<file path="config.mk">
export PLATFORM = sky130hd
export DESIGN_NAME = paddle_ctrl
export DESIGN_NICKNAME = d
export VERILOG_FILES = /design/src/rtl/paddle_pkg.sv /design/src/rtl/paddle_ctrl_tick_gen.sv /design/src/rtl/paddle_ctrl.sv
export SDC_FILE = /design/constraint.sdc
export NUM_CORES = 1
export LEC_CHECK = 0
export ABC_AREA = 1
export CAP_MARGIN = 20
export CORE_UTILIZATION = 40
export CTS_CLUSTER_SIZE = 24
export DETAILED_ROUTE_END_ITERATION = 6
export PLACE_DENSITY = 0.6
export SLEW_MARGIN = 40
export SYNTH_ARGS = -nofsm -noshare
export SYNTH_HDL_FRONTEND = slang
export SYNTH_HIERARCHICAL = 1
export SYNTH_SLANG_ARGS = --single-unit
</file>
<file path="constraint.sdc">
create_clock -name clk -period 2.3 [get_ports clk]
set_input_delay 0.23 -clock clk [delete_from_list [all_inputs] [get_ports clk]]
set_output_delay 0.23 -clock clk [all_outputs]
set_load 0.1 [all_outputs]
</file>
<file path="src/rtl/paddle_pkg.sv">
// -----------------------------------------------------------------------------
// paddle_pkg
// Shared definitions for the Arkanoid paddle controller: game run-state
// encodings, paddle direction codes and the ASCII key codes delivered by the
// keyboard receiver.
// -----------------------------------------------------------------------------
package paddle_pkg;

   // Run state as seen by the ball and video stages.
   typedef enum logic [1:0] {
      ST_READY  = 2'b00,
      ST_PLAY   = 2'b01,
      ST_PAUSED = 2'b10
   } game_state_t;

   // Direction requested by the currently held key.
   typedef enum logic [1:0] {
      DIR_NONE  = 2'b00,
      DIR_LEFT  = 2'b01,
      DIR_RIGHT = 2'b10
   } dir_t;

   localparam logic [7:0] KEY_LEFT   = 8'h41;  // 'A'
   localparam logic [7:0] KEY_RIGHT  = 8'h44;  // 'D'
   localparam logic [7:0] KEY_LAUNCH = 8'h57;  // 'W'
   localparam logic [7:0] KEY_PAUSE  = 8'h50;  // 'P'

endpackage

</file>
<file path="src/rtl/paddle_ctrl_tick_gen.sv">
// -----------------------------------------------------------------------------
// tick_gen
// Free-running divider 0..DIV-1 producing a one-cycle tick while the count
// sits at DIV-1. The tick is registered: it is set on the edge that moves the
// count onto DIV-1, so it coincides exactly with that count value.
// Ports:
//   clk  in  1  system clock
//   rst  in  1  asynchronous reset, active-low
//   tick out 1  one-cycle pulse every DIV clocks
// -----------------------------------------------------------------------------
module tick_gen #(
   parameter int unsigned DIV = 250000   // must be >= 2
) (
   input  logic clk,
   input  logic rst,
   output logic tick
);

   localparam int unsigned CW = (DIV > 1) ? $clog2(DIV) : 1;
   localparam logic [CW-1:0] CNT_LAST = CW'(DIV - 1);
   localparam logic [CW-1:0] CNT_PRE  = CW'(DIV - 2);

   logic [CW-1:0] cnt_r;

   // Divider count and the registered tick that accompanies the last count.
   always_ff @(posedge clk or negedge rst) begin
      if (!rst) begin
         cnt_r <= {CW{1'b0}};
         tick  <= 1'b0;
      end else begin
         if (cnt_r == CNT_LAST) begin
            cnt_r <= {CW{1'b0}};
         end else begin
            cnt_r <= cnt_r + CW'(1);
         end
         tick <= (cnt_r == CNT_PRE);
      end
   end

endmodule

</file>
<file path="src/rtl/paddle_ctrl.sv">
// -----------------------------------------------------------------------------
// paddle_ctrl
// Turns decoded keyboard input into the paddle X position, a one-cycle ball
// launch pulse and the READY/PLAY/PAUSED run state.
// Ports:
//   clk        in  1   system clock
//   rst        in  1   asynchronous reset, active-low
//   ps2_byte   in  8   ASCII code of last key, valid while ps2_state=1
//   ps2_state  in  1   1 while a key is held
//   ball_lost  in  1   one-cycle pulse: ball fell out
//   paddle_x   out 10  left edge of paddle, 0..SCREEN_W-PADDLE_W
//   launch     out 1   one-cycle pulse releasing the ball
//   game_state out 2   00 READY, 01 PLAY, 10 PAUSED
//   paused     out 1   game_state == PAUSED
// -----------------------------------------------------------------------------
module paddle_ctrl
   import paddle_pkg::*;
#(
   parameter int unsigned SCREEN_W    = 640,
   parameter int unsigned PADDLE_W    = 80,
   parameter int unsigned STEP        = 4,
   parameter int unsigned TICK_DIV    = 250000,
   parameter int unsigned ACCEL_TICKS = 8
) (
   input  logic       clk,
   input  logic       rst,
   input  logic [7:0] ps2_byte,
   input  logic       ps2_state,
   input  logic       ball_lost,
   output logic [9:0] paddle_x,
   output logic       launch,
   output logic [1:0] game_state,
   output logic       paused
);

   localparam logic [9:0] XMAX_V  = 10'(SCREEN_W - PADDLE_W);
   localparam logic [9:0] X_RESET = 10'((SCREEN_W - PADDLE_W) / 2);
   localparam logic [9:0] STEP_1  = 10'(STEP);
   localparam logic [9:0] STEP_2  = 10'(2 * STEP);
   localparam int unsigned HW     = (ACCEL_TICKS > 0) ? $clog2(ACCEL_TICKS + 1) : 1;
   localparam logic [HW-1:0] ACCEL_V = HW'(ACCEL_TICKS);

   logic              tick_s;
   logic              ps2_state_d_r;
   logic              press_s;
   dir_t              dir_s;
   dir_t              last_dir_r;
   logic              can_move_s;
   logic [HW-1:0]     hold_cnt_r;
   logic [HW-1:0]     eff_hold_s;
   logic [HW-1:0]     hold_inc_s;
   logic [9:0]        step_s;
   logic [10:0]       sum_s;
   logic [9:0]        next_x_s;
   logic [9:0]        x_r;
   game_state_t       state_r;
   logic              launch_r;
   logic              paused_r;

   tick_gen #(.DIV(TICK_DIV)) u_tick_gen (
      .clk  (clk),
      .rst  (rst),
      .tick (tick_s)
   );

   // Rising edge of the key-held flag; repeats while held never re-trigger.
   assign press_s = ps2_state & ~ps2_state_d_r;

   // Decode the held key into a movement direction.
   always_comb begin
      dir_s = DIR_NONE;
      if (ps2_state) begin
         case (ps2_byte)
            KEY_LEFT:  dir_s = DIR_LEFT;
            KEY_RIGHT: dir_s = DIR_RIGHT;
            default:   dir_s = DIR_NONE;
         endcase
      end else begin
         dir_s = DIR_NONE;
      end
   end

   // Step size and next position; a direction change restarts at base speed
   // even when the byte switches on the very cycle of a tick.
   always_comb begin
      can_move_s = (state_r != ST_PAUSED) && (dir_s != DIR_NONE);
      eff_hold_s = (dir_s == last_dir_r) ? hold_cnt_r : {HW{1'b0}};
      step_s     = (eff_hold_s >= ACCEL_V) ? STEP_2 : STEP_1;
      hold_inc_s = (eff_hold_s >= ACCEL_V) ? ACCEL_V : (eff_hold_s + HW'(1));
      sum_s      = {1'b0, x_r} + {1'b0, step_s};
      next_x_s   = x_r;
      case (dir_s)
         DIR_LEFT: begin
            if (x_r < step_s) begin
               next_x_s = 10'd0;
            end else begin
               next_x_s = x_r - step_s;
            end
         end
         DIR_RIGHT: begin
            if (sum_s > {1'b0, XMAX_V}) begin
               next_x_s = XMAX_V;
            end else begin
               next_x_s = sum_s[9:0];
            end
         end
         default: next_x_s = x_r;
      endcase
   end

   // Paddle position, acceleration hold counter and key-edge history.
   always_ff @(posedge clk or negedge rst) begin
      if (!rst) begin
         x_r           <= X_RESET;
         hold_cnt_r    <= {HW{1'b0}};
         last_dir_r    <= DIR_NONE;
         ps2_state_d_r <= 1'b0;
      end else begin
         ps2_state_d_r <= ps2_state;
         if (can_move_s) begin
            last_dir_r <= dir_s;
            if (tick_s) begin
               x_r        <= next_x_s;
               hold_cnt_r <= hold_inc_s;
            end else begin
               hold_cnt_r <= eff_hold_s;
            end
         end else begin
            last_dir_r <= DIR_NONE;
            hold_cnt_r <= {HW{1'b0}};
         end
      end
   end

   // Run-state machine; ball_lost overrides any key press in the same cycle.
   always_ff @(posedge clk or negedge rst) begin
      if (!rst) begin
         state_r  <= ST_READY;
         launch_r <= 1'b0;
         paused_r <= 1'b0;
      end else begin
         launch_r <= 1'b0;
         if (ball_lost) begin
            state_r  <= ST_READY;
            paused_r <= 1'b0;
         end else begin
            case (state_r)
               ST_READY: begin
                  if (press_s && (ps2_byte == KEY_LAUNCH)) begin
                     launch_r <= 1'b1;
                     state_r  <= ST_PLAY;
                  end
                  paused_r <= 1'b0;
               end
               ST_PLAY: begin
                  if (press_s && (ps2_byte == KEY_PAUSE)) begin
                     state_r  <= ST_PAUSED;
                     paused_r <= 1'b1;
                  end else begin
                     paused_r <= 1'b0;
                  end
               end
               ST_PAUSED: begin
                  if (press_s && (ps2_byte == KEY_PAUSE)) begin
                     state_r  <= ST_PLAY;
                     paused_r <= 1'b0;
                  end else begin
                     paused_r <= 1'b1;
                  end
               end
               default: begin
                  state_r  <= ST_READY;
                  paused_r <= 1'b0;
               end
            endcase
         end
      end
   end

   assign paddle_x   = x_r;
   assign launch     = launch_r;
   assign game_state = state_r;
   assign paused     = paused_r;

endmodule

</file>
==> results of run 1 <==
==> state kept, by name (all words and copies together), names as in the netlist <==
name / count
ps2_state_d_r: 1
launch: 1
last_dir_r: 2
paddle_x: 8
game_state: 2
paused: 1
u_tick_gen/cnt_r: 18
hold_cnt_r: 4
u_tick_gen/tick: 1
==> report_power, final <==
part,total [mW],internal [mW],switching (mW)
sequential,0.677,0.672,0.00472
combinational,0.115,0.0353,0.0796
clock,0.589,0.323,0.267
==> critical path, cell delays in order <==
cell and delay [ns]:
buf_6 0.09, or2_4 0.25, nor2_2 0.11, nand2_2 0.08, xor2_2 0.20, nand2_4 0.07
nor2_4 0.12, clkinv_4 0.10, buf_4 0.15, buf_4 0.13, fa_2 0.34, inv_2 0.09
nand3_4 0.08, buf_6 0.13, nand3b_1 0.14, a31oi_1 0.22, a21boi_1 0.09
==> through the flow <==
stage | std cells | total power [mW] | worst slack (ns) | cell area (µm²)
after global routing | 527 | 1.43 | -0.242 | 3530
final | 527 | 1.38 | -0.101 | 3530
after detailed placement | 505 | 0.798 | -0.690 | 3250
after floorplan | 388 | 0.752 | -0.155 | 2850
after CTS | 523 | 1.40 | -0.108 | 3450
after global placement | 505 | 0.798 | -0.654 | 3250
==> per-layer routing <==
| layer | up-vias | part of all wire, % | wire length [µm] |
|---|---|---|---|
| met3 | 6 | 2.0 | 119 |
| li1 | 1300 | - | - |
| met2 | 19 | 50 | 2990 |
| met4 | 0 | 0.68 | 41 |
| met1 | 1156 | 48 | 2880 |
| met5 | - | 0 | 0 |
==> worst min path at each step <==
stage | end | slack (ns) | cells after the start
3_3_place_gp | hold_cnt_r[0]$_DFF_PN0_ | 0.24 | 1
2_1_floorplan | game_state[0]$_DFFE_PN0P_ | -0.07 | 0
4_1_cts | launch$_DFF_PN0_ | 0.28 | 4
5_1_grt | launch$_DFF_PN0_ | 0.30 | 4
6_report | launch$_DFF_PN0_ | 0.29 | 4
3_5_place_dp | hold_cnt_r[0]$_DFF_PN0_ | 0.24 | 1
==> layout make-up <==
| class | instances | area (µm²) | area share [%] |
|---|---|---|---|
| Multi-Input combinational cell | 269 | 1630 | 46.1 |
| Sequential cell | 38 | 956 | 27.1 |
| Inverter | 76 | 293 | 8.30 |
| Clock inverter | 3 | 45.0 | 1.28 |
| Clock buffer | 5 | 68.8 | 1.95 |
| Tap cell | 80 | 100 | 2.84 |
| Timing Repair Buffer | 56 | 437 | 12.4 |
==> cell usage after synthesis, types with 6 or more instances <==
| master | instances | area, µm² |
|---|---|---|
| a21oi_1 | 7 | 35.0 |
| dfrtp_1 | 35 | 876 |
| ha_1 | 11 | 138 |
| inv_1 | 63 | 236 |
| inv_2 | 11 | 41.3 |
| nand2_1 | 84 | 315 |
| nand2_2 | 12 | 75.1 |
| nand3_1 | 30 | 150 |
| nand3b_1 | 6 | 45.0 |
| nand4_1 | 6 | 37.5 |
| nor2_1 | 47 | 176 |
| nor2_2 | 7 | 43.8 |
| nor2_4 | 8 | 90.1 |
| o21ai_0 | 7 | 35.0 |
| o21ai_1 | 6 | 30.0 |
| xor2_1 | 11 | 96.3 |
==> cells by family (layout without fill, tap and decap cells) <==
family,after synthesis,in the layout
simple gates,215,215
buf+inv,81,140
flops,38,38
compound gates,26,26
fa+ha+maj,13,13
xor+xnor,13,13
other cells,1,2
==> timing repair <==
action,in CTS,in global routing
hold buffers,1,0
hold endpoints to repair,18,0
setup endpoints to repair,8,8
setup buffers,9,4
cloned,0,0
resized for setup,36,15
pin swaps,30,16
==> metrics, run 1 <==
minimum clock period 2.40 ns; FF+latch count, synth 38; Die Y 85.6 µm; Fin. Hold Viols 0; Synth Area in Adders 6.36%; largest family of logic cells by synthesized area simple AND/OR/NAND/NOR gates; core area 6760 µm²; total track usage 17.6%; most frequent cells in the layout nand2_1 (77), inv_1 (57), nor2_1 (45); final setup vio count 8; setup_tns -0.468 ns; min-delay src ps2_byte[5]; DIE WIDTH 85.6 µm; Power Density 392 nW/µm²; relative slew slack 65.1%; top_reg_cell synth dfrtp_1; fin nets 471; clock root cell clkbuf_8; final worst slack -0.101 ns; clk buf depth 2; Worst Setup End Kind flop; outcome finished, violations left; fmax 0.417 GHz; die area 7320 µm²; H-tree levels 2; sequential area share after synthesis 34.2%; static leakage 1.79 nW; unrepaired setup endpoints after global routing true; GR peak layer met2; Post-Synth Simple-Gate Area 38.1%; Filler cells 647; hpwl dp 4530 µm; ANT cells 0; measured slew at the worst slew-check pin 0.524 ns; XOR/XNOR Fraction of Synth Area 4.35%; antenna-violating nets left 0; FP Rows 30; Pins Over Slew Limit 0; Routed WL 6030 µm; drt pass-1 iters 4; CTS tree built; r2r endpoint paddle_x[8]$_DFFE_PN1P_; Async SR Flop Fraction 100%; MaxCap Viol Count 0; final hold slack 0.295 ns; failing checks negative setup slack; layout cell share with drive strength beyond 1 31.1%; Worst Reg-to-Reg Cells 13; grt met2 use 30.8%; IO Count 26; Routed WL per cell 11.4 µm; 1st-iter DRT viols 83; pin count of the biggest net entering global routing 23; GP Congestion 0.824; Ys Warns 6; first-pass GRT wire length 10400 µm; initial antenna violation count 0; met3 GRT Util 2.89%; Residual DRC 0; vias in the first global route 2402; Arr. time, crit path 2.63 ns; clk_skew 0.00454 ns; area grow syn2layout 26.3%; Clk Latency, worst-skew pair 0.30 ns; Num Clock Sinks 38; Post-synth EDFFs 0; Syn Area/Cell 7.22 µm²; Tightest Hold Check Type primary input to flop; via count 2481; peak supply drop 0.000313 V; count of cell types in the netlist 36; Core Util, Final 52.2%; Post-Synthesis Cells 387; final worst-path cycle share 104%; critical register-to-register path startpoint last_dir_r[0]$_DFF_PN0_; startpoint types primary input; worst reg-to-reg setup slack -0.01 ns; critical path endpoint paddle_x[8]$_DFFE_PN1P_; compound-cell area share of the yosys netlist 5.29%; post-DR vias/cell 4.71; GRT overflow 0; synthesized cell area 2790 µm²; crit path launch ps2_byte[2]; Worst EP required 2.53 ns; M1 GR Usage 22.9%; clock buffer count from CTS 5; Starting Density 41.3%; clk slew on worst S/H paths 0.08 ns; port bufs 23; mux cell area share after synthesis 0%; critical setup path kind primary input to flop; leading cell type in the layout, fill and taps excluded nand2_1; Crit Path Max Fanout 6
Note: power is estimated with default switching activity, not from simulation.
==> run 2, diff against run 1 <==
- CAP_MARGIN: 20 -> unset
- CTS_CLUSTER_DIAMETER: unset -> 100
==> results of run 2 <==
Final layout, timing and power as in run 1 (identical DEF).
==> run 3, diff against run 2 <==
- CAP_MARGIN: unset -> 20
==> results of run 3 <==
Final layout, timing and power as in run 1 (identical DEF).
==> RTL edit 1 (config.mk and constraints of run 2) <==
Reset style: synchronous (`rst`), changed in 3 clocked blocks. Comments in the files are not updated.
--- a/src/rtl/paddle_ctrl_tick_gen.sv
+++ b/src/rtl/paddle_ctrl_tick_gen.sv
@@ -23,7 +23,7 @@
    logic [CW-1:0] cnt_r;
 
    // Divider count and the registered tick that accompanies the last count.
-   always_ff @(posedge clk or negedge rst) begin
+   always_ff @(posedge clk) begin
       if (!rst) begin
          cnt_r <= {CW{1'b0}};
          tick  <= 1'b0;
--- a/src/rtl/paddle_ctrl.sv
+++ b/src/rtl/paddle_ctrl.sv
@@ -109,7 +109,7 @@
    end
 
    // Paddle position, acceleration hold counter and key-edge history.
-   always_ff @(posedge clk or negedge rst) begin
+   always_ff @(posedge clk) begin
       if (!rst) begin
          x_r           <= X_RESET;
          hold_cnt_r    <= {HW{1'b0}};
@@ -133,7 +133,7 @@
    end
 
    // Run-state machine; ball_lost overrides any key press in the same cycle.
-   always_ff @(posedge clk or negedge rst) begin
+   always_ff @(posedge clk) begin
       if (!rst) begin
          state_r  <= ST_READY;
          launch_r <= 1'b0;
Check against the original RTL: differs if rst is asserted again (counterexample within 4 cycles, from zero or initial values and one cycle with rst low); with rst held inactive, the same outputs for 10 cycles.
==> RTL edit 1 against run 2 <==
- design area fell by 2.9%
- clock skew increased by 0.0026 ns
- critical path depth is the same
- fmax rose by 11%
- highest routed layer unchanged
- synthesized cell count shrank 2.1%
- total power down 9.4%
- sequential cell count unchanged
- global-route usage is 3.2 points higher
- critical endpoint is now paddle_x[3]$_SDFFE_PN1P_
- wire length increased by 3.4%
- setup slack better by 0.23 ns
- sequential power decreased by 1%
- area after synthesis shrank 8.2%
==> RTL edit 1: results <==
[status]
status = finished clean

[routing]
route.detailed.vias_per_inst = 4.781
met1Wirelength_microns = 3028
wl_met3_microns = 221
detail_route.wirelength_microns = 6233

[layout]
multi_input_gates = 284
drive_gt1_share_pct = 37.36
nNonClkInverters = 53
final_net_count = 477
clock_cell_area_share_pct = 2.779
clkbuf_count = 6
fraction_of_area_in_multi_input_gates_pct = 50.86
area.sequential_sq_um = 764.5

[worst_setup_path]
crit_arrival_ns = 2.35
worst_setup_path_startpoint = last_dir_r[1]$_SDFF_PN0_
crit-reg2reg-capture = paddle_x[3]$_SDFFE_PN1P_

[grt]
met2_track_demand_over_resource_pct = 34.38
groute.layer.met3.usage_pct = 3.667
grt_first_pass_wirelength_microns = 10700
global_router_s_overall_resource_usage_pct = 20.75

[sta]
worst_pin_slew_ns = 0.5628

[placement]
finalWeightedCongestion = 0.8529
placement.setup.worst_slack_ns = -0.6113

[power]
p_leak_nw = 1.373

[synth]
yosys-top-cells-count = nand2_1 (84), nor2_1 (49), inv_1 (45)
## RTL edit 1: cell count changes in the layout (fill, tap and decap cells not counted), sizes merged, moves of 7 or more
cell	before	now
dfrtp	35	0
a21oi	10	17
dfxtp	0	38
nor2	62	78
buf	50	63
inv	73	53
clkbuf	5	13
## RTL edit 1: worst max-delay path, delay by kind of cell (launching register included)
kind                     cells  cell delay [ns]
buffers and inverters        1             0.05
AND/OR/NAND/NOR             13             0.95
AO/OA/AOI/OAI                1             0.15
adder cells (fa/ha/maj)      2             0.59
flip-flops                   1             0.32
## RTL edit 1: power by group through the flow
| stage | clock network, mW | registers [mW] | logic (mW) |
|---|---|---|---|
| after floorplan | 0 | 0.683 | 0.0508 |
| after global placement | 0 | 0.683 | 0.0868 |
| after detailed placement | 0 | 0.683 | 0.0872 |
| after CTS | 0.504 | 0.668 | 0.0988 |
| after global routing | 0.536 | 0.668 | 0.115 |
| final | 0.479 | 0.668 | 0.104 |
## RTL edit 1: repair_timing
action	in CTS	in global routing
gates resized for setup	32	43
buffers inserted	15	4
pin swaps	21	28
endpoints found under the setup margin	8	8
## RTL edit 1: worst min-delay path by stage
stage / endpoint / slack, ns / cells after the start
after floorplan: ps2_state_d_r$_SDFF_PN0_ / 0.32 / 2
after detailed placement: u_tick_gen/cnt_r[0]$_SDFF_PP0_ / 0.45 / 1
after global routing: ps2_state_d_r$_SDFF_PN0_ / 0.31 / 4
after CTS: ps2_state_d_r$_SDFF_PN0_ / 0.43 / 4
after global placement: u_tick_gen/cnt_r[0]$_SDFF_PP0_ / 0.45 / 1
final: ps2_state_d_r$_SDFF_PN0_ / 0.29 / 4
==> RTL edit 2 (settings of run 2) <==
Without the edit above. Set the parameter `PADDLE_W` to 40 (it was 80).
--- a/src/rtl/paddle_ctrl.sv
+++ b/src/rtl/paddle_ctrl.sv
@@ -17,7 +17,7 @@
    import paddle_pkg::*;
 #(
    parameter int unsigned SCREEN_W    = 640,
-   parameter int unsigned PADDLE_W    = 80,
+   parameter int unsigned PADDLE_W    = 40,
    parameter int unsigned STEP        = 4,
    parameter int unsigned TICK_DIV    = 250000,
    parameter int unsigned ACCEL_TICKS = 8
Check against the original RTL: not equivalent (a bounded check fails within 4 cycles, from zero or initial values and one cycle with rst low).
==> RTL edit 2 against run 2 <==
- the flow still finishes with violations (negative setup slack)
- total power up 8.7%
- setup slack gained 0.059 ns
- area after synthesis shrank 0.49%
- wire length up 2.7%
- sequential cell count unchanged
- combinational power is 12% higher
- design area increased by 1.7%
==> RTL edit 2: results <==
[clock_network]
root_buffer = clkbuf_8
cts-root-to-sink-buffers = 2
number_of_buffers_added_by_the_clock_tree_synthesis_step = 5
cts.reportedPaths.clkPinSlew_ns = 0.09
worst_skew_pair.late_latency_ns = 0.29
ctsHtreeMaxLevel = 2

[power]
p_leak_nw = 1.830
worst_ir_drop_on_vdd_mv = 0.3740

[worst_setup_path]
cpMaxStageDelayCell = fa_2
crit_arrival_ns = 2.58
cpPeakStageDelay_ns = 0.53
critPathMaxFanout = 6
timing.reg2reg.setup_slack_ns = 0
path_delay_family = simple AND/OR/NAND/NOR gates

[placement]
numPortBuffers = 23
dp.final_hpwl_microns = 4488
finalWeightedCongestion = 0.8250

[layout]
largest_reg_flops = 18
drive_gt1_share_pct = 32.51
antenna_cells_inserted = 0
final_net_count = 467
register_bank_with_the_most_flops = u_tick_gen/cnt_r
n_fill_cell = 669

[sta]
final.setup_skew_ns = 0.01046
worst_hold_slack_ns = 0.3140
setup_ws_ns = -0.04166
timing.max_slew.rel_slack_pct = 66.38
final-setup-viol-count = 3

[grt]
grt_max_degree = 39
grt_first_pass_wirelength_microns = 10670
grt_antenna_before_repair = 0
grt_pass1_vias = 2375
global_router_s_overall_resource_usage_pct = 18.32

[routing]
wl_met2_microns = 2936
met1Wirelength_microns = 3059
initialDrtViolationCount = 73
dr.pass1.iters = 4
routed_wire_length_per_instance_microns = 11.84
route.detailed.vias_per_inst = 4.728
dr.max_layer_used = met4
wl_met3_microns = 143

[synth]
synth_seq_area_share_pct = 34.40
synth.area.top_cells = dfrtp_1 (31%), nand2_1 (11%), inv_1 (8.5%)
yosys-top-cells-count = nand2_1 (85), inv_1 (63), nor2_1 (43)
yosysWarnings = 6
postSynth.asyncResetShare_pct = 100.0
synth_top_area_share_pct = 30.62
ys_types = 40

[status]
failed_checks = negative setup slack
status = complete, but fails checks

[min_path]
worst_hold_path_type = in2reg
RTL edit 2: cells by family (layout without fill, tap and decap cells):
kind of cell | Yosys count | count (layout) | share of synthesized area [%]
AOI/OAI and AO/OA | 25 | 25 | 5.538
xor gates and xnor gates | 14 | 14 | 4.683
adders and majority gates | 13 | 13 | 6.394
buffers and inverters | 75 | 140 | 10.72
DFF | 38 | 38 | 34.40
other | 1 | 2 | 0.1349
and+or+nand+nor | 211 | 211 | 38.14
RTL edit 2: power by group:
part	switching, mW	internal (mW)
clock network	0.260	0.435
registers	0.00441	0.672
logic	0.0840	0.0449
total	0.349	1.15
RTL edit 2: path summary, 6_finish.rpt:
path,cells after the start,to,start
hold / removal,2,ps2_state_d_r$_DFF_PN0_,ps2_state
max in group asynchronous,2,paddle_x[3]$_DFFE_PN1P_,rst
setup / recovery,18,paddle_x[3]$_DFFE_PN1P_,ps2_byte[2]
hold reg to reg,1,launch$_DFF_PN0_,game_state[1]$_DFFE_PN0P_
min in group asynchronous,2,paddle_x[6]$_DFFE_PN0P_,rst
setup reg to reg,14,paddle_x[3]$_DFFE_PN1P_,last_dir_r[0]$_DFF_PN0_
RTL edit 2: per-stage QoR:
step                setup WS [ns]  instances  TNS (ns)  cell area (sq um)
floorplan                 -0.2049        378    -1.351               2821
finish                   -0.04166        523  -0.06607               3585
detailed placement        -0.7005        497    -5.135               3238
global placement          -0.7114        497    -5.118               3236
CTS                      -0.05513        522   -0.1132               3518
global route              -0.1522        523   -0.8472               3585
RTL edit 2: cell type report:
class | count | area share (%)
multi-input cells | 265 | 46.07
flip-flops and latches | 38 | 26.67
repair buffers | 61 | 13.12
inverters | 71 | 7.504
well taps | 80 | 2.792
clock buffers | 5 | 1.920
clock inverters | 3 | 1.920
RTL edit 2: worst reg2reg max path, delay by kind of cell (launching register included):
kind	cells	cell delay, ns
and+or+nand+nor	9	0.73
adders and majority gates	2	0.71
DFF	1	0.44
xor gates and xnor gates	1	0.21
AOI/OAI and AO/OA	1	0.13
buffers and inverters	1	0.04
RTL edit 2: layer usage:
layer	vias to the layer above	track usage, %
met5	-	0
met4	0	4.242
met3	6	3.307
met2	27	31.89
met1	1150	23.72
li1	1290	-
RTL edit 2: repair_timing:
action	4_1_cts	5_1_grt
endpoints found under the setup margin	8	10
gates resized for setup	36	20
pin swaps	16	19
setup buffers	16	2
endpoints found under the hold margin	34	0
hold buffers	1	0
